$ cat src/rtl/ccff_loader_pkg.sv
// Shared types and sizing helpers for the ccff chain loader.
// Provides the loader FSM state enum and the word-count / remainder math.
package ccff_loader_pkg;

    typedef enum logic [2:0] {
        IDLE,
        FETCH,
        SHIFT,
        PUSH,
        DONE
    } state_e;

    // Number of config words needed to cover the chain.
    function automatic int nwords(input int chain_len, input int word_w);
        return (chain_len + word_w - 1) / word_w;
    endfunction

    // Bits carried by the last word (1..word_w).
    function automatic int rem(input int chain_len, input int word_w);
        return chain_len - (nwords(chain_len, word_w) - 1) * word_w;
    endfunction

endpackage

$ cat src/rtl/ccff_word_shifter.sv
// Word-wide PISO driving ccff_head plus SIPO collecting ccff_tail.
// Ports: clk_i/rst_i, load_i (data_i, len_i bits), shift_i, tail_i,
//        head_o (current serial bit), rb_o (collected readback word).
module ccff_word_shifter #(
    parameter int WORD_W = 8,
    parameter int LEN_W  = $clog2(WORD_W + 1)
) (
    input  logic              clk_i,
    input  logic              rst_i,
    input  logic              load_i,
    input  logic              shift_i,
    input  logic [LEN_W-1:0]  len_i,
    input  logic [WORD_W-1:0] data_i,
    input  logic              tail_i,
    output logic              head_o,
    output logic [WORD_W-1:0] rb_o
);

    logic [WORD_W-1:0] piso_q, piso_d;
    logic [WORD_W-1:0] sipo_q, sipo_d;

    always_ff @(posedge clk_i or posedge rst_i) begin
        if (rst_i) begin
            piso_q <= '0;
            sipo_q <= '0;
        end else begin
            piso_q <= piso_d;
            sipo_q <= sipo_d;
        end
    end

    // A short word is left-aligned so its top valid bit leaves first;
    // the readback side is cleared so unused upper bits read as 0.
    always_comb begin
        piso_d = piso_q;
        sipo_d = sipo_q;
        if (load_i) begin
            piso_d = data_i << (WORD_W - int'(len_i));
            sipo_d = '0;
        end else if (shift_i) begin
            piso_d = piso_q << 1;
            sipo_d = (sipo_q << 1) | WORD_W'(tail_i);
        end
    end

    assign head_o = piso_q[WORD_W-1];
    assign rb_o   = sipo_q;

endmodule

$ cat src/rtl/ccff_chain_loader.sv
// Loads one ccff chain segment from parallel config words, MSB-first,
// and returns the displaced chain bits as readback words.
// Ports: prog_clk/prog_reset, start/abort control, cfg_* word input,
//        ccff_head/ccff_tail/shift_en chain side, rb_* readback output,
//        busy/done/aborted status.
module ccff_chain_loader
    import ccff_loader_pkg::*;
#(
    parameter int CHAIN_LEN = 2,
    parameter int WORD_W    = 8
) (
    input  logic              prog_clk,
    input  logic              prog_reset,
    input  logic              start,
    input  logic              abort,
    input  logic [WORD_W-1:0] cfg_data,
    input  logic              cfg_valid,
    output logic              cfg_ready,
    output logic              ccff_head,
    input  logic              ccff_tail,
    output logic              shift_en,
    output logic [WORD_W-1:0] rb_data,
    output logic              rb_valid,
    input  logic              rb_ready,
    output logic              busy,
    output logic              done,
    output logic              aborted
);

    localparam int NWORDS    = nwords(CHAIN_LEN, WORD_W);
    localparam int REM       = rem(CHAIN_LEN, WORD_W);
    localparam int LAST_BASE = (NWORDS - 1) * WORD_W;
    localparam int BW        = $clog2(WORD_W + 1);
    localparam int TW        = $clog2(CHAIN_LEN + 1);

    state_e        state_q, state_d;
    logic [BW-1:0] bit_cnt_q, bit_cnt_d;
    logic [TW-1:0] total_cnt_q, total_cnt_d;
    logic [BW-1:0] len_q, len_d;
    logic          shift_en_q, shift_en_d;
    logic          aborted_q, aborted_d;

    logic          do_abort;
    logic          load_w;
    logic          shift_w;
    logic          word_end;
    logic          last_word;
    logic          total_full;

    assign do_abort   = abort && (state_q != IDLE);
    assign load_w     = (state_q == FETCH) && cfg_valid && cfg_ready;
    assign shift_w    = (state_q == SHIFT);
    assign word_end   = shift_w && ((bit_cnt_q + BW'(1)) == len_q);
    assign last_word  = int'(total_cnt_q) >= LAST_BASE;
    assign total_full = (total_cnt_q == TW'(CHAIN_LEN));

    // State register
    always_ff @(posedge prog_clk or posedge prog_reset) begin
        if (prog_reset) begin
            state_q <= IDLE;
        end else begin
            state_q <= state_d;
        end
    end

    // Next-state logic
    always_comb begin
        state_d = state_q;
        unique case (state_q)
            IDLE:    if (start) state_d = FETCH;
            FETCH:   if (load_w) state_d = SHIFT;
            SHIFT:   if (word_end) state_d = PUSH;
            PUSH:    if (rb_ready) state_d = total_full ? DONE : FETCH;
            DONE:    state_d = IDLE;
            default: state_d = IDLE;
        endcase
        if (do_abort) state_d = IDLE;
    end

    // Output decode
    always_comb begin
        rb_valid  = (state_q == PUSH);
        cfg_ready = (state_q == FETCH) && !rb_valid;
        busy      = (state_q != IDLE);
        done      = (state_q == DONE);
    end

    // Counters and registered chain-side strobes
    always_comb begin
        bit_cnt_d   = bit_cnt_q;
        total_cnt_d = total_cnt_q;
        len_d       = len_q;
        if ((state_q == IDLE) && start) begin
            total_cnt_d = '0;
        end
        if (load_w) begin
            bit_cnt_d = '0;
            len_d     = last_word ? BW'(REM) : BW'(WORD_W);
        end
        if (shift_w) begin
            bit_cnt_d = bit_cnt_q + BW'(1);
            if (!total_full) total_cnt_d = total_cnt_q + TW'(1);
        end
        // shift_en registered alongside the PISO so head and enable align
        shift_en_d = (state_d == SHIFT);
        aborted_d  = do_abort;
    end

    always_ff @(posedge prog_clk or posedge prog_reset) begin
        if (prog_reset) begin
            bit_cnt_q   <= '0;
            total_cnt_q <= '0;
            len_q       <= '0;
            shift_en_q  <= 1'b0;
            aborted_q   <= 1'b0;
        end else begin
            bit_cnt_q   <= bit_cnt_d;
            total_cnt_q <= total_cnt_d;
            len_q       <= len_d;
            shift_en_q  <= shift_en_d;
            aborted_q   <= aborted_d;
        end
    end

    assign shift_en = shift_en_q;
    assign aborted  = aborted_q;

    ccff_word_shifter #(
        .WORD_W (WORD_W),
        .LEN_W  (BW)
    ) u_shifter (
        .clk_i   (prog_clk),
        .rst_i   (prog_reset),
        .load_i  (load_w),
        .shift_i (shift_w),
        .len_i   (len_d),
        .data_i  (cfg_data),
        .tail_i  (ccff_tail),
        .head_o  (ccff_head),
        .rb_o    (rb_data)
    );

endmodule

$ cat config.mk
export PLATFORM = sky130hd
export DESIGN_NAME = ccff_chain_loader
export DESIGN_NICKNAME = d
export VERILOG_FILES = /design/src/rtl/ccff_loader_pkg.sv /design/src/rtl/ccff_word_shifter.sv /design/src/rtl/ccff_chain_loader.sv
export SDC_FILE = /design/constraint.sdc
export NUM_CORES = 1
export LEC_CHECK = 0
export CORE_ASPECT_RATIO = 0.8
export CORE_UTILIZATION = 59
export CTS_BUF_LIST = sky130_fd_sc_hd__clkbuf_4 sky130_fd_sc_hd__clkbuf_8
export CTS_CLUSTER_SIZE = 16
export DETAILED_ROUTE_END_ITERATION = 6
export DONT_BUFFER_PORTS = 1
export GPL_TIMING_DRIVEN = 0
export PLACE_DENSITY = 0.77
export SYNTH_ARGS = -nofsm -noshare
export SYNTH_HDL_FRONTEND = slang
export SYNTH_SLANG_ARGS = --single-unit
$ cat constraint.sdc
create_clock -name prog_clk -period 2.41 [get_ports prog_clk]
set_clock_uncertainty 0.15 [all_clocks]
set_input_delay 0.241 -clock prog_clk [delete_from_list [all_inputs] [get_ports prog_clk]]
set_output_delay 0.241 -clock prog_clk [all_outputs]
set_load 0.02 [all_outputs]
==> reports/metrics.yaml, run 1 <==
status: "finished clean"
grtUsageMet3_pct: 8.22
dp_hpwl_um: 2360
synth-edff-count: 0
power_frac_clock_pct: 19.1
fin_crit_sh_pct: 95.1
fin_total_pwr_mw: 1.60
synth_ff_type: "dfrtp_1"
p_leak_nw: 0.881
yosysTopAreaCell: "dfrtp_1"
io_pins: 30
worstPathArrival_ps: 2360
cts_max_path_buffers: 2
syn_inst: 173
drcViolationCount: 0
clock-root-buffer: "clkbuf_4"
setup_slack_ps: 119
clock-sinks: 31
cp.required_ps: 2480
cp_slowest_cell: "mux4_2"
rsz0062_at_grt: "false"
die_h_um: 49.1
dr.pass1.iters: 4
holdCritPathClass: "primary input to flip-flop"
io_buffers: 0
nets: 204
start_util_pct: 64.5
die_x_um: 60.9
syn_area_mm2: 0.00164
synth_area_leaders: "dfrtp_1 (47%), nand2_1 (7.6%), mux2i_1 (6.1%)"
fin_crit_ps: 2290
ys_ff_latch: 31
wl_um: 3410
crit_buf_inv: 2
crit_fanout: 10
cpPeakStageDelay_ps: 520
finalHoldViolations: 0
synth-async-reset-ratio_pct: 100
p_per_area_mw_per_mm2: 868
yosysSeqAreaShare_pct: 47.3
antenna_found_initial: 0
worst_ir_drop_vdd_v: 0.000533
clock_latency_ps: 340
diodes: 0
grt_remaining_overflow: 0
dieArea_mm2: 0.00299
synth_top_cell_area_share_pct: 47.3
pwr-share-comb_pct: 33.7
hp-start: "cfg_data[0]"
yosysWarnings: 0
drt_iter0_markers: 83
crit_type: "flip-flop to flip-flop"
area_delta_synth_final_pct: 12.5
p_switching_mw: 0.606
crit_top_cell: "nor2_1"
timing.rr.start: "state_q[2]"
drive_above_1_share_pct: 12.3
crit_path_start_kind: "flip-flop"
grt_pass1_wl_um: 5730
final-setup-viol-count: 0
worst_slew_pin_slew_ps: 1130
switching_share_pct: 37.8
grt_pass1_vias: 1297
p_seq_share_pct: 47.1
cts_max_level: 2
rrSetupSlack_ps: 120
wl_per_cell_um: 15.3
viasPerCell: 5.87
cpLargestDelayFamily: "multiplexers"
met2_usage_pct: 37.7
synth.avg_cell_area_um2: 9.47
grt_max_degree: 32
core_mm2: 0.00254
pre_cts_slack_ps: -275
grt-busiest-layer: "met2"
ant_nets: 0
cts_tree: "yes"
drv_slew: 0
grt_use_total_pct: 26.7
vias: 1310
synth_fp_nets: 190
endpoint_kind: "flip-flop"
intPower_mw: 0.995
use_met1_pct: 36.1
fmax_mhz: 437
cap_violations: 0
maxSlewHeadroom_pct: 24.4
crit_path_cell_trace: "buf_6 > nor4bb_2 > buf_4 > nor2_1 > ha_4 > mux4_2 > nor2_1 > a31oi_1"
yosysUniqueCellTypes: 41
num_rows: 16
crit_start: "state_q[2]"
clk_pin_slew_ps: 90
cts_inserted_buffers: 5
gp_congestion: 0.873
## stage by stage
stage          TNS [ps]  instances  hold WS [ps]  cell area [µm²]  utilization (%)
5_1_grt               0        223          14.6             1840             72.5
3_3_place_gp       -469        209           169             1680             66.2
6_report              0        223          18.4             1840             72.5
2_1_floorplan         0        173           161             1640                -
3_5_place_dp       -831        209           163             1680             66.2
4_1_cts               0        222          3.70             1830             71.8
## Yosys cell counts, drive strengths merged, types with 2 or more instances
master and n:
inv 6, nor3b 2, nor2b 3, and3 4
o21ai 9, nand2 35, xnor2 4, mux2i 10
a31oi 2, clkbuf 3, o31ai 2, xor2 2
and2 4, nor2 6, ha 2, nor3 2
o22ai 2, a21oi 14, nand3 6, buf 8
nand2b 2, dfrtp 31
## state kept, by name, indices dropped and copies added (netlist names)
| name | count |
|---|---|
| u_shifter.rb_o | 8 |
| len_q | 4 |
| total_cnt_q | 2 |
| state_q | 3 |
| bit_cnt_q | 4 |
| u_shifter.piso_q | 8 |
| aborted | 1 |
| shift_en | 1 |
## worst paths after layout
check	endpoint	depth (start not counted)
max in group asynchronous	bit_cnt_q[1]	2
min in group asynchronous	u_shifter.rb_o[6]	2
setup / recovery	u_shifter.piso_q[6]	8
hold / removal	u_shifter.piso_q[2]	3
hold reg to reg	bit_cnt_q[3]	1
setup reg to reg	u_shifter.piso_q[6]	8
## power groups by stage
| stage | clock [mW] | sequential, mW | combinational [mW] |
|---|---|---|---|
| floorplan | 0 | 0.740 | 0.424 |
| global placement | 0 | 0.755 | 0.488 |
| detailed placement | 0 | 0.764 | 0.510 |
| CTS | 0.317 | 0.754 | 0.531 |
| global route | 0.340 | 0.770 | 0.608 |
| finish | 0.306 | 0.754 | 0.540 |
## worst min-delay path: cells and delay by family
kind,cells,cell delay [ps]
AOI/OAI and AO/OA,2,180
and+or+nand+nor,1,40
## per-layer routing
layer  wire [µm]  part of all wire [%]
met3         223                   6.5
met1        1530                    45
met4          70                   2.1
met2        1590                    47
met5           0                     0
## placed cells by master, fill, tap and decap left out, types with 2 or more instances in the layout
master         Yosys  routed
a21oi_1           14      14
a31oi_1            2       2
and2_1             4       4
and3_1             3       3
buf_2              4       3
buf_4              0       3
buf_6              3       3
clkbuf_4           0       5
dfrtp_1           31      31
dlygate4sd3_1      0       7
inv_1              6       6
mux2i_1           10      10
nand2_1           33      33
nand2b_1           2       2
nand3_1            6       6
nor2_1             5       5
nor2b_1            3       3
nor3_1             2       2
nor3b_1            2       2
o21ai_0            9       9
o22ai_1            2       2
o31ai_1            2       2
xnor2_1            4       4
xor2_1             2       2
## repair_timing
| action | 4_1_cts | 5_1_grt |
|---|---|---|
| pin swaps | 0 | 0 |
| hold buffers | 7 | 0 |
| endpoints found under the setup margin | 5 | 4 |
| setup buffers | 1 | 1 |
| endpoints found under the hold margin | 40 | 0 |
| gates resized for setup | 3 | 2 |
## kinds of logic after synthesis
kind of cell | count (synthesis) | share of synthesized area (%)
simple gates | 70 | 21.6
mux | 11 | 7.48
fa+ha+maj | 2 | 1.53
compound gates | 36 | 13.3
flops | 31 | 47.3
xor+xnor | 6 | 3.21
buf+inv | 17 | 5.57
## final cells by class
cell class,instances,area (µm²)
Timing Repair Buffer,9,85.1
Multi-Input combinational cell,125,796
Clock buffer,6,51.3
Fill cell,200,698
Inverter,6,22.5
Buffer,9,63.8
Tap cell,36,45.0
Sequential cell,31,776
Clock inverter,1,5.00
No activity file was read; power rests on OpenSTA's default activity.
==> run 2, diff against run 1 <==
CORE_UTILIZATION = 50   (was 59)
PLACE_DENSITY = 0.67   (was 0.77)
clock period = 1.9 ns   (was 2.41 ns; I/O delays follow)
==> run 2 against run 1 <==
Against the previous run: the run now ends with setup timing left; sequential share of layout area shrank 5.0 points; sequential power is 27% higher; via count grew 5.9%; fmax up 6.1%; flip-flop and latch count unchanged; non-clock buffer count grew 11; first-iteration DRC count decreased by 31%; worst hold slack worse by 15 ps; critical path type unchanged; critical endpoint unchanged; highest routed layer unchanged.
==> reports/metrics.yaml, run 2 (synthesis results as in run 1) <==
holdCritPathClass: "primary input to flip-flop"
final-setup-viol-count: 7  # +7
endpoint_kind: "flip-flop"
drt_iter0_markers: 57  # -31%
grt_max_degree: 32  # unchanged
p_per_area_mw_per_mm2: 1200  # +38%
dr.pass1.iters: 6  # +2
antenna_found_initial: 0  # unchanged
wl_um: 3910  # +15%
cts_inserted_buffers: 5  # unchanged
fin_crit_ps: 2160  # -131 ps
clk_pin_slew_ps: 70  # -20 ps
wl_met1_um: 1690  # +11%
start_util_pct: 52.7  # -12 points
p_leak_nw: 0.971  # +10%
worstPathArrival_ps: 2180  # -180 ps
drive_above_1_share_pct: 25.6  # +13 points
cp_slowest_cell: "mux4_2"
intPower_mw: 1.64  # +64%
dp.cells: 213  # +1.9%
vias: 1387  # +5.9%
maxUsedRoutingLayer: "met4"
violations: "setup timing"
cts_max_level: 2  # unchanged
die_x_um: 66.0  # +8.3%
fin_crit_sh_pct: 114  # +19 points
layout.cells.non_filler: 239  # +7.2%
dp_hpwl_um: 2340  # -1.2%
crit_type: "flip-flop to flip-flop"
drcViolationCount: 0  # unchanged
nets: 215  # +5.4%
cp.required_ps: 1920  # -560 ps
worst_slew_pin_slew_ps: 1150  # +12.7 ps
fin_total_pwr_mw: 2.52  # +57%
grt_remaining_overflow: 0  # unchanged
whs_ps: 3.00  # -15.4 ps
ant_nets: 0  # unchanged
num_rows: 18  # +2
core_mm2: 0.00311  # +22%
diodes: 0  # unchanged
io_pins: 30  # unchanged
crit_fanout: 5  # -5
finalHoldViolations: 0  # unchanged
gp_congestion: 0.809  # -7.3%
cap_violations: 0  # unchanged
p_switching_mw: 0.884  # +46%
layout_common_cells: "nand2_1 (33), dfrtp_1 (30), buf_4 (17)"
tns_ps: -883  # -883 ps
crit_path_start_kind: "flip-flop"
dpl_cell_area_mm2: 0.00175  # +3.6%
cts_tree: "yes"
route.met3.wl_um: 239  # +7.2%
switching_share_pct: 35.1  # -2.8 points
grt_pass1_vias: 1400  # +7.9%
power_frac_clock_pct: 26.8  # +7.7 points
layout_commonest_cell: "nand2_1"
clock-root-buffer: "clkbuf_8"
clock_latency_ps: 290  # -50 ps
status: "finished with violations"
met2_length_um: 1920  # +20%
wl_per_cell_um: 16.4  # +6.9%
io_buffers: 0  # unchanged
grt_use_total_pct: 25.3  # -1.4 points
worst_ir_drop_vdd_v: 0.000913  # +71%
rsz0062_at_grt: "true"
design_area_mm2: 0.00210  # +14%
viasPerCell: 5.80  # -1.2%
pwr-share-comb_pct: 35.1  # +1.4 points
setup_slack_ps: -260  # -379 ps
maxSlewHeadroom_pct: 23.6  # -0.85 points
p_seq_share_pct: 38.0  # -9.1 points
area_delta_synth_final_pct: 27.9
die_h_um: 53.2  # +8.3%
cts_max_path_buffers: 2  # unchanged
grt_pass1_wl_um: 6330  # +10%
clock-sinks: 31  # unchanged
drv_slew: 0  # unchanged
fill_cells: 229  # +14%
fmax_mhz: 463  # +6.1%
dieArea_mm2: 0.00351  # +17%
utilization_pct: 67.5  # -5.1 points
crit_buf_inv: 1  # -1
crit_path_cell_trace: "nor4bb_4 > buf_4 > nor2_4 > ha_4 > mux4_2 > nor2_2 > a31oi_1"
pre_cts_slack_ps: -500  # -225 ps
cpLargestDelayFamily: "multiplexers"
cpPeakStageDelay_ps: 520  # about the same
==> run 2: changes by cell type in the layout (fill, tap and decap cells not counted), sizes merged <==
cell | previous run | this run
bufinv | 0 | 1
buf | 10 | 21
==> run 2: layout make-up <==
cell class | instances | area [µm²] | share of cell area (%)
multi-input cells | 125 | 888 | 42.4
clock inverters | 2 | 35.0 | 1.67
inverters | 6 | 22.5 | 1.07
flip-flops and latches | 31 | 777 | 37.1
repair buffers | 22 | 183 | 8.71
clock buffers | 6 | 82.6 | 3.94
plain buffers | 7 | 58.8 | 2.80
well taps | 40 | 50.0 | 2.39
==> run 2: power by group through the flow <==
| stage | logic (mW) | registers, mW | clock network [mW] |
|---|---|---|---|
| CTS | 0.798 | 0.950 | 0.687 |
| global route | 0.975 | 0.976 | 0.709 |
| global placement | 0.643 | 0.960 | 0 |
| floorplan | 0.551 | 0.938 | 0 |
| detailed placement | 0.659 | 0.961 | 0 |
| finish | 0.886 | 0.958 | 0.676 |
==> run 2: timing repair <==
item                       CTS  global route
hold buffers                 7             0
pin swaps                   12             5
resized for setup            9            18
hold endpoints to repair    41             0
buffers inserted            14             1
setup endpoints to repair   10            22
==> run 2: layer usage <==
layer / GRT usage (%) / vias up
met2: 38.8 / 49
met3: 6.68 / 9
met5: 0 / -
met1: 33.3 / 685
met4: 12.1 / 0
li1: - / 644
==> run 2: worst register-to-register path, stage by stage (launching register included) <==
cell and delay [ps]:
dfrtp_2 440, nor4bb_4 290, buf_4 170, nor2_4 40
ha_4 290, mux4_2 520, nor2_2 90, a31oi_1 50
==> run 2: path summary, 6_finish.rpt <==
check | startpoint | end | slack (ps) | cells after the start
min | cfg_data[1] | u_shifter.piso_q[5] | 3 | 3
min in group asynchronous | prog_reset | u_shifter.rb_o[0] | 490 | 2
max reg2reg | state_q[2] | u_shifter.piso_q[6] | -260 | 7
min reg2reg | u_shifter.piso_q[0] | u_shifter.piso_q[0] | 340 | 1
max in group asynchronous | prog_reset | state_q[2] | 330 | 2
max | state_q[2] | u_shifter.piso_q[6] | -260 | 7
